===== src/rtl/module_knob_accumulator.sv =====
// Front-panel detent accumulator: turns detent pulses into a bounded value with
// speed-dependent acceleration, a parallel preset path and a change strobe.
module module_knob_accumulator #(
    parameter int unsigned WIDTH       = 8,
    parameter int unsigned MAX_VAL     = 255,
    parameter int unsigned RESET_VAL   = 0,
    parameter int unsigned FAST_WINDOW = 1000000,
    parameter int unsigned STREAK_LEN  = 4,
    parameter int unsigned FAST_STEP   = 16
) (
    input  logic             qzt_clk,
    input  logic             reset_n,
    input  logic             pulse,
    input  logic             direction,
    input  logic             wrap_en,
    input  logic             load,
    input  logic [WIDTH-1:0] load_value,
    output logic [WIDTH-1:0] value,
    output logic             changed,
    output logic             at_min,
    output logic             at_max
);

    localparam int unsigned AW    = WIDTH + 1;
    localparam int unsigned GAP_W = $clog2(FAST_WINDOW + 2);
    localparam int unsigned STK_W = $clog2(STREAK_LEN + 1);

    localparam logic [AW-1:0]    MAX_A    = AW'(MAX_VAL);
    localparam logic [AW-1:0]    RANGE_A  = AW'(MAX_VAL + 1);
    localparam logic [AW-1:0]    FSTEP_A  = AW'(FAST_STEP);
    localparam logic [GAP_W-1:0] GAP_SAT  = GAP_W'(FAST_WINDOW + 1);
    localparam logic [GAP_W-1:0] GAP_FAST = GAP_W'(FAST_WINDOW);
    localparam logic [STK_W-1:0] STK_MAX  = STK_W'(STREAK_LEN);

    typedef enum logic [1:0] {
        S_IDLE,
        S_TRACK,
        S_FAST
    } state_e;

    state_e             state_q, state_d;
    logic               dir_q, dir_d;
    logic [STK_W-1:0]   streak_q, streak_d;
    logic [GAP_W-1:0]   gap_q, gap_d;
    logic [WIDTH-1:0]   value_q, value_d;
    logic               changed_q, changed_d;
    logic               at_min_q, at_min_d;
    logic               at_max_q, at_max_d;

    logic               fast_c;
    logic               same_dir_c;
    logic [STK_W-1:0]   streak_inc_c;
    logic [AW-1:0]      step_c;
    logic [AW-1:0]      cur_a_c;
    logic [AW-1:0]      sum_c;
    logic [AW-1:0]      load_a_c;
    logic [WIDTH-1:0]   stepped_c;

    assign fast_c       = (gap_q <= GAP_FAST);
    assign same_dir_c   = (direction == dir_q);
    assign streak_inc_c = (streak_q == STK_MAX) ? STK_MAX : streak_q + STK_W'(1);
    assign cur_a_c      = {1'b0, value_q};
    assign sum_c        = cur_a_c + step_c;
    assign load_a_c     = {1'b0, load_value};

    // Pacing FSM: chooses the step size and tracks streak / direction history.
    always_comb begin
        state_d  = state_q;
        dir_d    = dir_q;
        streak_d = streak_q;
        step_c   = AW'(1);
        gap_d    = (gap_q == GAP_SAT) ? GAP_SAT : gap_q + GAP_W'(1);

        if (load) begin
            state_d  = S_IDLE;
            streak_d = '0;
            gap_d    = GAP_SAT;
        end else if (pulse) begin
            gap_d = GAP_W'(1);
            if (state_q == S_TRACK && fast_c && same_dir_c) begin
                streak_d = streak_inc_c;
                state_d  = (streak_inc_c == STK_MAX) ? S_FAST : S_TRACK;
            end else if (state_q == S_FAST && fast_c && same_dir_c) begin
                step_c   = FSTEP_A;
            end else begin
                // Fresh start: idle, slow pulse or direction reversal.
                streak_d = STK_W'(1);
                dir_d    = direction;
                state_d  = S_TRACK;
            end
        end else if (state_q != S_IDLE && gap_q == GAP_SAT) begin
            state_d = S_IDLE;
        end
    end

    // Bounded add/subtract at WIDTH+1 bits with wrap or saturate.
    always_comb begin
        stepped_c = value_q;
        if (!direction) begin
            if (sum_c > MAX_A) begin
                stepped_c = wrap_en ? WIDTH'(sum_c - RANGE_A) : WIDTH'(MAX_VAL);
            end else begin
                stepped_c = WIDTH'(sum_c);
            end
        end else begin
            if (cur_a_c >= step_c) begin
                stepped_c = WIDTH'(cur_a_c - step_c);
            end else begin
                stepped_c = wrap_en ? WIDTH'(cur_a_c + RANGE_A - step_c) : '0;
            end
        end
    end

    // Value update and the status flags derived from the next value.
    always_comb begin
        value_d = value_q;
        if (load) begin
            value_d = (load_a_c > MAX_A) ? WIDTH'(MAX_VAL) : load_value;
        end else if (pulse) begin
            value_d = stepped_c;
        end
        changed_d = (value_d != value_q);
        at_min_d  = (value_d == '0);
        at_max_d  = ({1'b0, value_d} == MAX_A);
    end

    always_ff @(posedge qzt_clk) begin
        if (!reset_n) begin
            state_q   <= S_IDLE;
            dir_q     <= 1'b0;
            streak_q  <= '0;
            gap_q     <= GAP_SAT;
            value_q   <= WIDTH'(RESET_VAL);
            changed_q <= 1'b0;
            at_min_q  <= (RESET_VAL == 0);
            at_max_q  <= (RESET_VAL == MAX_VAL);
        end else begin
            state_q   <= state_d;
            dir_q     <= dir_d;
            streak_q  <= streak_d;
            gap_q     <= gap_d;
            value_q   <= value_d;
            changed_q <= changed_d;
            at_min_q  <= at_min_d;
            at_max_q  <= at_max_d;
        end
    end

    assign value   = value_q;
    assign changed = changed_q;
    assign at_min  = at_min_q;
    assign at_max  = at_max_q;

endmodule


===== config.mk =====
export PLATFORM = sky130hd
export DESIGN_NAME = module_knob_accumulator
export DESIGN_NICKNAME = d
export VERILOG_FILES = /design/src/rtl/module_knob_accumulator.sv
export SDC_FILE = /design/constraint.sdc
export NUM_CORES = 1
export LEC_CHECK = 0
export ABC_AREA = 1
export CAP_MARGIN = 20
export CORE_ASPECT_RATIO = 1.4
export CORE_MARGIN = 3
export CORE_UTILIZATION = 35
export DETAILED_ROUTE_END_ITERATION = 7
export GPL_ROUTABILITY_DRIVEN = 0
export PLACE_DENSITY = 0.54
export REMOVE_ABC_BUFFERS = 1
export SLEW_MARGIN = 20
export SYNTH_ARGS = -nofsm -noshare
export SYNTH_HDL_FRONTEND = slang
export SYNTH_SLANG_ARGS = --single-unit

===== constraint.sdc =====
create_clock -name qzt_clk -period 3.9 [get_ports qzt_clk]
set_input_delay 0.78 -clock qzt_clk [delete_from_list [all_inputs] [get_ports qzt_clk]]
set_output_delay 0.78 -clock qzt_clk [all_outputs]
set_load 0.005 [all_outputs]

# Word level (Yosys, flattened, before mapping)
# Index checks and enable logic that the tools add are counted.
[word_totals] regBits=37 latchBits=0 mem_bits_rw=0 rom_bits=0 inputBits=14 word_cells=69 n_memories=0
[op_classes] n_addsub=7 mul=0 div_mod_pow=0 magnitude_cmp=4 n_eq_ne=10 n_shift=0 muxes=22 bitwise=4 reduce_logical=13
[ops] operator="$mux W8" count=8
[ops] operator="$mux W20" count=2
[ops] operator="$add A20 B1 Y20 const B" count=1
[ops] operator="$eq A20 B20 Y1 const B" count=1
[ops] operator="$le A20 B20 Y1 const B" count=1
[ops] operator="$mux W5" count=4
[ops] operator="$sub A8 B8 Y8" count=2
[ops] operator="$mux W2" count=5
[ops] operator="$add A8 B5 Y9" count=1
[ops] operator="$ge A8 B9 Y1" count=1
[ops] operator="$gt A9 B8 Y1 const B" count=1
[ops] operator="$mux W3" count=3
[ops] operator="$add A8 B1 Y8 const B" count=1
[ops] operator="$eq A8 B8 Y1 const B" count=1
[ops] operator="$gt A8 B8 Y1 const B" count=1
[ops] operator="$logic_not A8 Y1" count=1
[ops] operator="$ne A8 B8 Y1" count=1
[ops] operator="$sub A8 B1 Y8 const B" count=1
[ops] operator="$eq A3 B3 Y1 const B" count=2
[ops] operator="$logic_and A1 B1 Y1" count=5
[ops] operator="$not A1 Y1" count=4
[ops] operator="$reduce_and A2 Y1" count=2
[ops] operator="$reduce_and A4 Y1" count=1
[ops] operator="$reduce_bool A2 Y1" count=2
[ops] operator="8 further kinds" count=8

# Depth between registers and ports, before layout
# Gate-level depths: netlist (run 1).
[logic_depth] word_depth=15 mapped_depth=27 ltp_nobuf=27

# Worst setup path after synthesis (run 1)
# No wires, ideal clock.
[synth_path] path_type="input to register" from="in direction" to="reg changed_q, in the netlist changed" setup_ns=0.118 arrival_time_ns=3.050 path_slack_ns=0.732 path_stages=24 path_buffers=2 path_cell_list="clkbuf_1 > xor2_1 > nor2_1 > nand3_1 > nor2_1 > inv_1 > ha_1 > buf_2 > inv_1 > nand4_4 > nand2_4 > nand3_4 > nand3_1 > nand2_1 > inv_2 > nand2_1 > nand2_2 > nand2_2 > nand2_1 > nand2_1 > nor2_1 > nand2_1 > nor2_1 > nor2_1"
[synth_via] elab_chain_cells=14
[synth_rtl] element="from (decl)" line_no="14" text="input logic direction,"
[synth_rtl] element="$eq A1 B1 Y1" line_no="60" text="assign same_dir_c = (direction == dir_q);"
[synth_rtl] element="$logic_and A1 B1 Y1" line_no="83" text="end else if (state_q == S_FAST && fast_c && same_dir_c) begin"
[synth_rtl] element="$mux W5" line_no="83"
[synth_rtl] element="$mux W5" line_no="80" text="if (state_q == S_TRACK && fast_c && same_dir_c) begin"
[synth_rtl] element="$mux W5" line_no="78" text="end else if (pulse) begin"
[synth_rtl] element="$mux W5" line_no="74" text="if (load) begin"
[synth_rtl] element="$add A8 B5 Y9" line_no="63" text="assign sum_c = cur_a_c + step_c;"
[synth_rtl] element="$sub A8 B1 Y8" line_no="101" text="stepped_c = wrap_en ? WIDTH'(sum_c - RANGE_A) : WIDTH'(MAX_VAL);"
[synth_rtl] element="$mux W8" line_no="101"
[synth_rtl] element="$mux W8" line_no="100" text="if (sum_c > MAX_A) begin"
[synth_rtl] element="$mux W8 *" line_no="99" text="if (!direction) begin"
[synth_rtl] element="$mux W8 *" line_no="119" text="end else if (pulse) begin"
[synth_rtl] element="$mux W8 *" line_no="117" text="if (load) begin"
[synth_rtl] element="$ne A8 B8 Y1 *" line_no="122" text="changed_d = (value_d != value_q);"
[synth_rtl] element="to (signal assigned)" line_no="143" text="changed_q <= changed_d;"
[synth_rtl] element="to (decl)" line_no="46" text="logic changed_q, changed_d;"
# Mark *: on every way between the ends. The rest lies on a longest branch, timed or not.
# A chain may end at the register's enable or synchronous reset.

# Final worst setup path (run 1)
# Same ends and word-level chain as after synthesis.

==> metrics.cfg, run 1 <==
[drt]
antenna_left=0
viasPerCell=4.984
wl_per_cell_microns=13.60
drtIter0Drc=117
drc_errors=0
vias=2741
postRouteWirelength_microns=7478
firstDrtPassIters=4

[setup_path]
required_ps=4080
cp-end-kind=flop
critPathArrivalTime_ps=3660
critPathLaunchType=primary input
path_max_fanout=7
critPathKind=primary input to flop

[global_routing]
grt_first_pass_wirelength_microns=12590
antenna_found_initial=0
gr-usage-all-layers_pct=17.68
grt_overflow=0
grt_start_max_net_pins=17
first_global_vias=2757

[finish]
n_antenna_cell=0
n_fill_cell=828
area_growth_pct=15.81
multi_input_area_sq_mm=0.001737
final_util_pct=42.28
final_nets=478
drive_gt1_share_pct=14.79
seq_area_sq_um=740.7

[placement]
detailed_place_hpwl_microns=6047
place.port_buffers=24
pre_cts_slack_ps=101.8

[power_and_ir_drop]
cellPowerDensity_mw_per_mm2=292.9
leakage_nw=1.402
p_total_mw=0.9287
vdd_drop_max_uv=177.0

[yosys]
syn_inst=426
yosysUniqueCellTypes=39
yosysSeqAreaShare_pct=27.06
yosysWarnings=0
synth-seq-cells=37
avgSynthCellArea_sq_um=6.426
netlist_area_sq_mm=0.002738

[floorplan]
die_y_microns=110.6
ioPinCount=25
design.core.area_sq_mm=0.007500
initial_core_util_pct=36.50
die_area_sq_mm=0.008934
rows=37
fp.dieW_microns=80.75

[flow_run]
maxCapViolations=0

[clock_network]
clock_sinks=37
h-tree-depth=2
insertion_delay_ps=280
cts_tree=yes
cts_buffers=5
post_cts_buffers=0
clk_path_buf_depth=2
cts_hold_repair.buffers=0
clk_pin_slew_ps=70
clockRootBuffer=clkbuf_8

[timing]
setup_ws_ps=411.0
slew_viol_final=0
relSlewSlack_pct=54.66
min_period_ps=3489
hold_violations=0
rsz0062_at_grt=no
final.setup_skew_ps=3.926
max_freq_mhz=286.6
fin_tns_setup_ps=0
setup_viol=0
worstMarginPinSlew_ps=679.2
period_share_pct=89.46

[outcome]
status=complete, no violations

[worst_hold_path]
hp-class=flop to flop

[sequential cells by signal, summed over array words and instances (netlist names)]
register,count
gap_q,20
value,8
at_min,1
state_q,2
changed,1
dir_q,1
at_max,1
streak_q,3
[worst max-delay path: stages]
cell and delay, ps:
clkdlybuf4s50_1 520, xor2_1 200, nor2_1 90, nand3_1 110, nor2_1 60, inv_1 100, ha_1 250, ha_1 320
nand4_4 150, nand2_4 110, nand3_4 120, nand2_2 90, inv_1 40, nand2_1 50, nand3_1 70, nand2_1 110
nand2_2 100, nand2_1 70, nand2_1 50, nor2_1 80, nand2_1 60, nor2_1 80, nor2_1 40
[placed cells by master, fill, tap and decap left out, types with 3 or more instances in the layout]
master             n
a21oi_1           24
nand2_2           12
o21ai_1            3
nor3_1             6
xor2_1             8
nand2_1          109
nor2_2             6
inv_2             14
nand4_1           13
nand3_2            4
buf_4              4
nand3_1           34
ha_1              10
nand3b_1           6
clkbuf_8           6
or2_2              9
o21ai_0           11
clkdlybuf4s50_1   24
nor2_1            49
inv_1             40
dfxtp_1           37
[Yosys cell counts, drive strengths merged]
master	number	share of area, %
nand2	122	18
nor2	56	8.5
inv	54	7.4
nand3	39	8.3
dfxtp	37	27
a21oi	24	4.4
o21ai	15	2.9
nand4	14	3.7
ha	11	5.0
or2	9	2.1
nor3	8	1.8
xor2	8	2.6
nand3b	6	1.6
buf	5	1.5
clkbuf	3	0.41
nor4	3	1.2
clkinv	2	0.32
nor3b	2	0.55
o31ai	2	0.55
xnor2	2	0.64
a31oi	1	0.23
o211a	1	0.37
o211ai	1	0.46
o21bai	1	0.27
[power by group]
part | switching, mW | internal [mW]
registers | 0.0284 | 0.392
clock network | 0.138 | 0.140
logic | 0.136 | 0.0947
total | 0.302 | 0.627
[kinds of logic after synthesis]
logic type               count (synthesis)  synth area share (%)
AO/OA/AOI/OAI                           45                 9.141
XOR/XNOR                                10                 3.199
adder cells (fa/ha/maj)                 11                 5.027
buffers and inverters                   64                 9.597
flip-flops                              37                 27.06
AND/OR/NAND/NOR                        259                 45.98
[per-stage QoR]
stage                     std cells  instance area [sq um]  hold slack (ps)
after floorplan                 418                   2686            411.3
after global placement          543                   3078            442.4
after detailed placement        543                   3078            449.4
after CTS                       550                   3168            468.0
after global routing            550                   3171            478.0
final                           550                   3171            462.2
[layer usage]
layer | GRT usage [%] | wire [microns] | up-vias
met5 | 0 | 0 | -
met4 | 8.117 | 318 | 0
met3 | 2.284 | 207 | 22
met2 | 33.35 | 3999 | 54
met1 | 18.61 | 2952 | 1242
li1 | - | - | 1423
[timing repair]
action / CTS / global route
gates resized for setup: 0 / 1
setup endpoints to repair: 0 / 1
endpoints found under the hold margin: 0 / 0
[final cells by class]
type,count,share of cell area [%]
clock inverters,1,0.2368
repair buffers,28,8.524
well taps,97,3.828
inverters,56,6.669
multi-input cells,325,54.78
flip-flops and latches,37,23.36
clock buffers,6,2.605
[worst paths after layout]
check / startpoint / end / slack [ps] / cells after the start
min: gap_q[0]$_SDFF_PP1_ / gap_q[0]$_SDFF_PP1_ / 460 / 1
min reg2reg: gap_q[0]$_SDFF_PP1_ / gap_q[0]$_SDFF_PP1_ / 460 / 1
max: direction / changed$_SDFF_PN0_ / 410 / 23
max reg2reg: gap_q[0]$_SDFF_PP1_ / changed$_SDFF_PN0_ / 490 / 26
Power figures use the tool's default switching activity.
==> inputs of run 2 (changes only) <==
--- a/config.mk
+++ b/config.mk
@@ -11,10 +11,10 @@
 export CORE_MARGIN = 3
 export CORE_UTILIZATION = 35
 export DETAILED_ROUTE_END_ITERATION = 7
+export DONT_BUFFER_PORTS = 1
 export GPL_ROUTABILITY_DRIVEN = 0
-export PLACE_DENSITY = 0.54
+export PLACE_DENSITY = 0.5
 export REMOVE_ABC_BUFFERS = 1
-export SLEW_MARGIN = 20
 export SYNTH_ARGS = -nofsm -noshare
 export SYNTH_HDL_FRONTEND = slang
 export SYNTH_SLANG_ARGS = --single-unit
==> metrics.cfg, run 2 (synthesized netlist as in run 1, its figures left out) <==
[power_and_ir_drop]
vdd_drop_max_uv=145.3  ; -18%
p_total_mw=0.9662  ; +4.0%
leakage_nw=1.312  ; -6.5%
cellPowerDensity_mw_per_mm2=329.2  ; +12%

[flow_run]
maxCapViolations=0  ; unchanged

[clock_network]
clock_sinks=37  ; unchanged
clk_pin_slew_ps=80  ; about the same
cts_resized=0  ; unchanged
cts_tree=yes
post_cts_buffers=0  ; unchanged
insertion_delay_ps=290  ; about the same
cts_buffers=5  ; unchanged
cts_hold_repair.buffers=0  ; unchanged
clockRootBuffer=clkbuf_8
clk_path_buf_depth=2  ; unchanged
h-tree-depth=2  ; unchanged

[global_routing]
antenna_found_initial=0  ; unchanged
first_global_vias=2750  ; -0.25%
use_met1_pct=17.89  ; -0.71 points
grt_first_pass_wirelength_microns=12490  ; -0.82%
gr-usage-all-layers_pct=17.68  ; about the same
grt.busiest_layer=met2
use_met3_pct=3.426  ; +1.1 points
grt_overflow=0  ; unchanged
gr-usage-met2_pct=33.35  ; unchanged
grt_start_max_net_pins=17  ; unchanged

[setup_path]
crit_slowest_cell=dfxtp_1
required_ps=4080  ; about the same
path_cells=inv_1 > nor2_1 > nand4_1 > o21ai_0 > o21bai_1 > o211ai_2 > nand3_1 > nor2_1 > inv_1 > ha_1 > inv_1 > nand4_4 > nand2_4 > nand3_4 > nand3_1 > nand3_1 > nand2_1 > nand2_1 > nand2_1 > nand2_1 > nor2_1 > nand2_1 > nor2_1 > nor2_1
critPathKind=flop to flop
rr_worst_depth=24  ; -7.7%
path_max_fanout=9  ; +2
cp-end-kind=flop
critPathArrivalTime_ps=3550  ; -110 ps
cp_slowest_stage_delay_ps=400  ; -120 ps
critPathLaunchType=flop

[finish]
n_antenna_cell=0  ; unchanged
final_util_pct=39.14  ; -3.1 points
largest_reg_flops=20  ; unchanged
drive_gt1_share_pct=14.99  ; +0.20 points
area_growth_pct=7.221
final_nets=451  ; -5.6%
finalNonFillerCells=524  ; -4.7%
regMostFlops=gap_q
final_cell_mix=nand2_1 (109), nor2_1 (49), inv_1 (40)
final_common_cell=nand2_1

[placement]
place.port_buffers=0  ; -100%
detailed_place_hpwl_microns=5898  ; -2.5%
place_inst=516  ; -5.0%

[timing]
rsz0062_at_grt=no
holdWs_ps=466.2  ; +4.076 ps
worstMarginPinSlew_ps=674.1  ; -5.150 ps
final.setup_skew_ps=6.237  ; +2.311 ps
relSlewSlack_pct=55.00  ; +0.34 points
setup_viol=0  ; unchanged
hold_violations=0  ; unchanged
period_share_pct=86.43  ; -3.0 points
fin_tns_setup_ps=0  ; unchanged
min_period_ps=3371  ; -118.3 ps
max_freq_mhz=296.7  ; +3.5%
slew_viol_final=0  ; unchanged

[drt]
wl_per_cell_microns=13.97  ; +2.7%
postRouteWirelength_microns=7320  ; -2.1%
drtIter0Drc=81  ; -31%
firstDrtPassIters=4  ; unchanged
viasPerCell=5.073  ; +1.8%
drc_errors=0  ; unchanged
antenna_left=0  ; unchanged
vias=2658  ; -3.0%

[floorplan]
fp.dieW_microns=80.75  ; unchanged
ioPinCount=25  ; unchanged
die_area_sq_mm=0.008934  ; unchanged
initial_core_util_pct=36.50  ; unchanged
rows=37  ; unchanged
design.core.area_sq_mm=0.007500  ; unchanged
die_y_microns=110.6  ; unchanged

[worst_hold_path]
min_path_cells=1  ; unchanged
hp-class=flop to flop

[outcome]
status=complete, no violations

[run 2: changes by cell type in the layout (fill, tap and decap cells not counted)]
cell / before / now
clkdlybuf4s50_1: 24 / 0
buf_4: 4 / 1
ha_2: 1 / 0
bufinv_16: 0 / 1
ha_1: 10 / 11
[run 2: final timing paths]
path / slack [ps] / start / endpoint
setup / recovery: 530 / gap_q[9]$_SDFF_PP1_ / changed$_SDFF_PN0_
hold / removal: 470 / gap_q[0]$_SDFF_PP1_ / gap_q[0]$_SDFF_PP1_
setup reg to reg: 530 / gap_q[9]$_SDFF_PP1_ / changed$_SDFF_PN0_
hold reg to reg: 470 / gap_q[0]$_SDFF_PP1_ / gap_q[0]$_SDFF_PP1_
[run 2: per-stage QoR]
stage | setup WS (ps) | cell area (sq um)
2_1_floorplan | 962.3 | 2686
3_3_place_gp | 554.6 | 2815
3_5_place_dp | 516.3 | 2815
4_1_cts | 494.9 | 2935
5_1_grt | 122.5 | 2935
6_report | 529.3 | 2935
[run 2: routing by layer]
| metal | vias to the layer above | wire length (microns) |
|---|---|---|
| met3 | 13 | 247 |
| met1 | 1228 | 2877 |
| met5 | - | 0 |
| met4 | 0 | 270 |
| li1 | 1373 | - |
| met2 | 44 | 3924 |
[run 2: worst max-delay path: cells and delay by family, from the launching register on]
family | cells | cell delay (ps)
buffers and inverters | 3 | 370
flip-flops | 1 | 400
adder cells (fa/ha/maj) | 1 | 390
AO/OA/AOI/OAI | 3 | 420
AND/OR/NAND/NOR | 17 | 1690
[run 2: final cells by class]
type | instances | area (sq um)
tap | 97 | 121.4
sequential | 37 | 740.7
timing repair buffer | 1 | 7.507
clock inverter | 2 | 37.54
fill | 854 | 4564
clock buffer | 6 | 82.58
multi-input combinational | 325 | 1734
inverter | 56 | 211.5
[run 2: power breakdown]
| group | total [mW] | leakage [nW] | internal (mW) | switching, mW |
|---|---|---|---|---|
| Combinational | 0.190 | 0.951 | 0.0694 | 0.120 |
| Sequential | 0.422 | 0.303 | 0.392 | 0.0298 |
| Clock | 0.354 | 0.0574 | 0.208 | 0.146 |
==> inputs of run 3 (changes only) <==
--- a/config.mk
+++ b/config.mk
@@ -10,6 +10,7 @@
 export CORE_ASPECT_RATIO = 1.4
 export CORE_MARGIN = 3
 export CORE_UTILIZATION = 35
+export CTS_CLUSTER_DIAMETER = 200
 export DETAILED_ROUTE_END_ITERATION = 7
 export DONT_BUFFER_PORTS = 1
 export GPL_ROUTABILITY_DRIVEN = 0
==> results of run 3 <==
Same layout as run 2: the final DEF is identical, and so are final timing and power.
==> RTL edit: new RTL, config.mk and constraints of run 3 <==
Make the reset (`reset_n`) asynchronous in one clocked block.
--- a/src/rtl/module_knob_accumulator.sv
+++ b/src/rtl/module_knob_accumulator.sv
@@ -125,5 +125,5 @@
     end
 
-    always_ff @(posedge qzt_clk) begin
+    always_ff @(posedge qzt_clk or negedge reset_n) begin
         if (!reset_n) begin
             state_q   <= S_IDLE;
Function: differs if reset_n is asserted again (counterexample within 4 cycles, from zero or initial values and one cycle with reset_n low); with reset_n held inactive, the same outputs for 10 cycles.
==> RTL edit against run 3 <==
Sequential power up 5.9%. Clock power is 27% lower. Critical endpoint is now at_max. Wire length increased by 1.0%. Worst hold slack worse by 0.28 ns. Total power is 5.3% lower. Final area up 1.2%. Sequential cell count stayed put. Synthesized area is 2.1% higher. Combinational power grew 10%. Worst setup slack improved by 0.019 ns. Non-clock buffer count stayed put. First-iteration DRC count up 12%.
==> RTL edit: results (changes against run 3) <==
- ClkCell Share: 2.78% (-1.3 points)
- Routed length on met1: 2.85 mm (-0.87%)
- Met2 usage: 31.1% (-2.3 points)
- Dpl cells: 491 (-4.8%)
- Yosys cell types: 36 (-7.7%)
- Non-clock buffers, area share: 0.253% (-0.0029 points)
- Post-layout nets: 426 (-5.5%)
- Via count: 2554 (-3.9%)
- XOR/XNOR share of the synthesized area: 4.70% (+1.5 points)
- Skew final: 0.00908 ns (+0.00285 ns)
- CP max stage cell: dfrtp_1
- CP max stage delay: 0.44 ns (+0.04 ns)
- Adder-cell area share of the yosys netlist: 4.92% (-0.11 points)
- Clock group: 0.259 mW (-27%)
- LEAKAGE: 1.40 nW (+6.6%)
- DR iter-0 viols: 91 (+12%)
- Largest net degree at the start of global routing: 38 (+21)
- Routed len/inst: 14.8 um (+6.1%)
- Switch Pwr: 0.308 mW (+4.0%)
- Register area: 937 um2 (+27%)
- Rel. slew slack: 68.0% (+13 points)
- Multi-input comb cells: 300 (-7.7%)
- Cell count after synthesis: 400 (-6.1%)
- Synth Area in Compound Gates: 8.95% (-0.19 points)
- Routed wl met2: 3.95 mm (+0.69%)
- Sequential element share of the synthesized area: 33.5% (+6.5 points)
- Fraction of area in multi-input gates: 54.2% (-4.8 points)
- Vias in the first global route: 2464 (-10%)
- Combinational Power Share: 22.8% (+3.1 points)
- Met3 Use GR: 3.24% (-0.19 points)
- Gr usage total: 17.2% (-0.46 points)
- Vias per cell: 5.12 (+0.90%)
- Outcome: complete, no violations
- Met3 routed WL: 311 um (+26%)
- Post-synth top area cell: dfrtp_1
- Placed wire-length estimate: 5.86 mm (-0.56%)
-- RTL edit: cell types whose count changed after synthesis, sizes merged, moves of 6 or more --
cell,run 3,this run
dfstp,0,9
dfxtp,37,0
nand4,14,8
dfrtp,0,28
a21oi,24,15
o21ai,15,22
nor2,56,45
nand3b,6,0
-- RTL edit: per-stage QoR --
step / total power, mW / setup slack (ns) / area, um2
finish: 0.915 / 0.549 / 2970
global route: 0.982 / 0.260 / 2970
global placement: 0.665 / 0.648 / 2890
CTS: 0.931 / 0.569 / 2970
floorplan: 0.606 / 0.689 / 2760
detailed placement: 0.663 / 0.569 / 2890
-- RTL edit: final timing paths --
path	startpoint	end	slack, ns	depth (start not counted)
max in group asynchronous	reset_n	gap_q[0]	3.53	0
min in group qzt_clk	state_q[0]	state_q[0]	0.49	2
setup / recovery	gap_q[12]	at_max	0.55	22
setup reg to reg	gap_q[12]	at_max	0.55	22
hold / removal	reset_n	value[2]	0.18	0
hold reg to reg	state_q[0]	state_q[0]	0.49	2
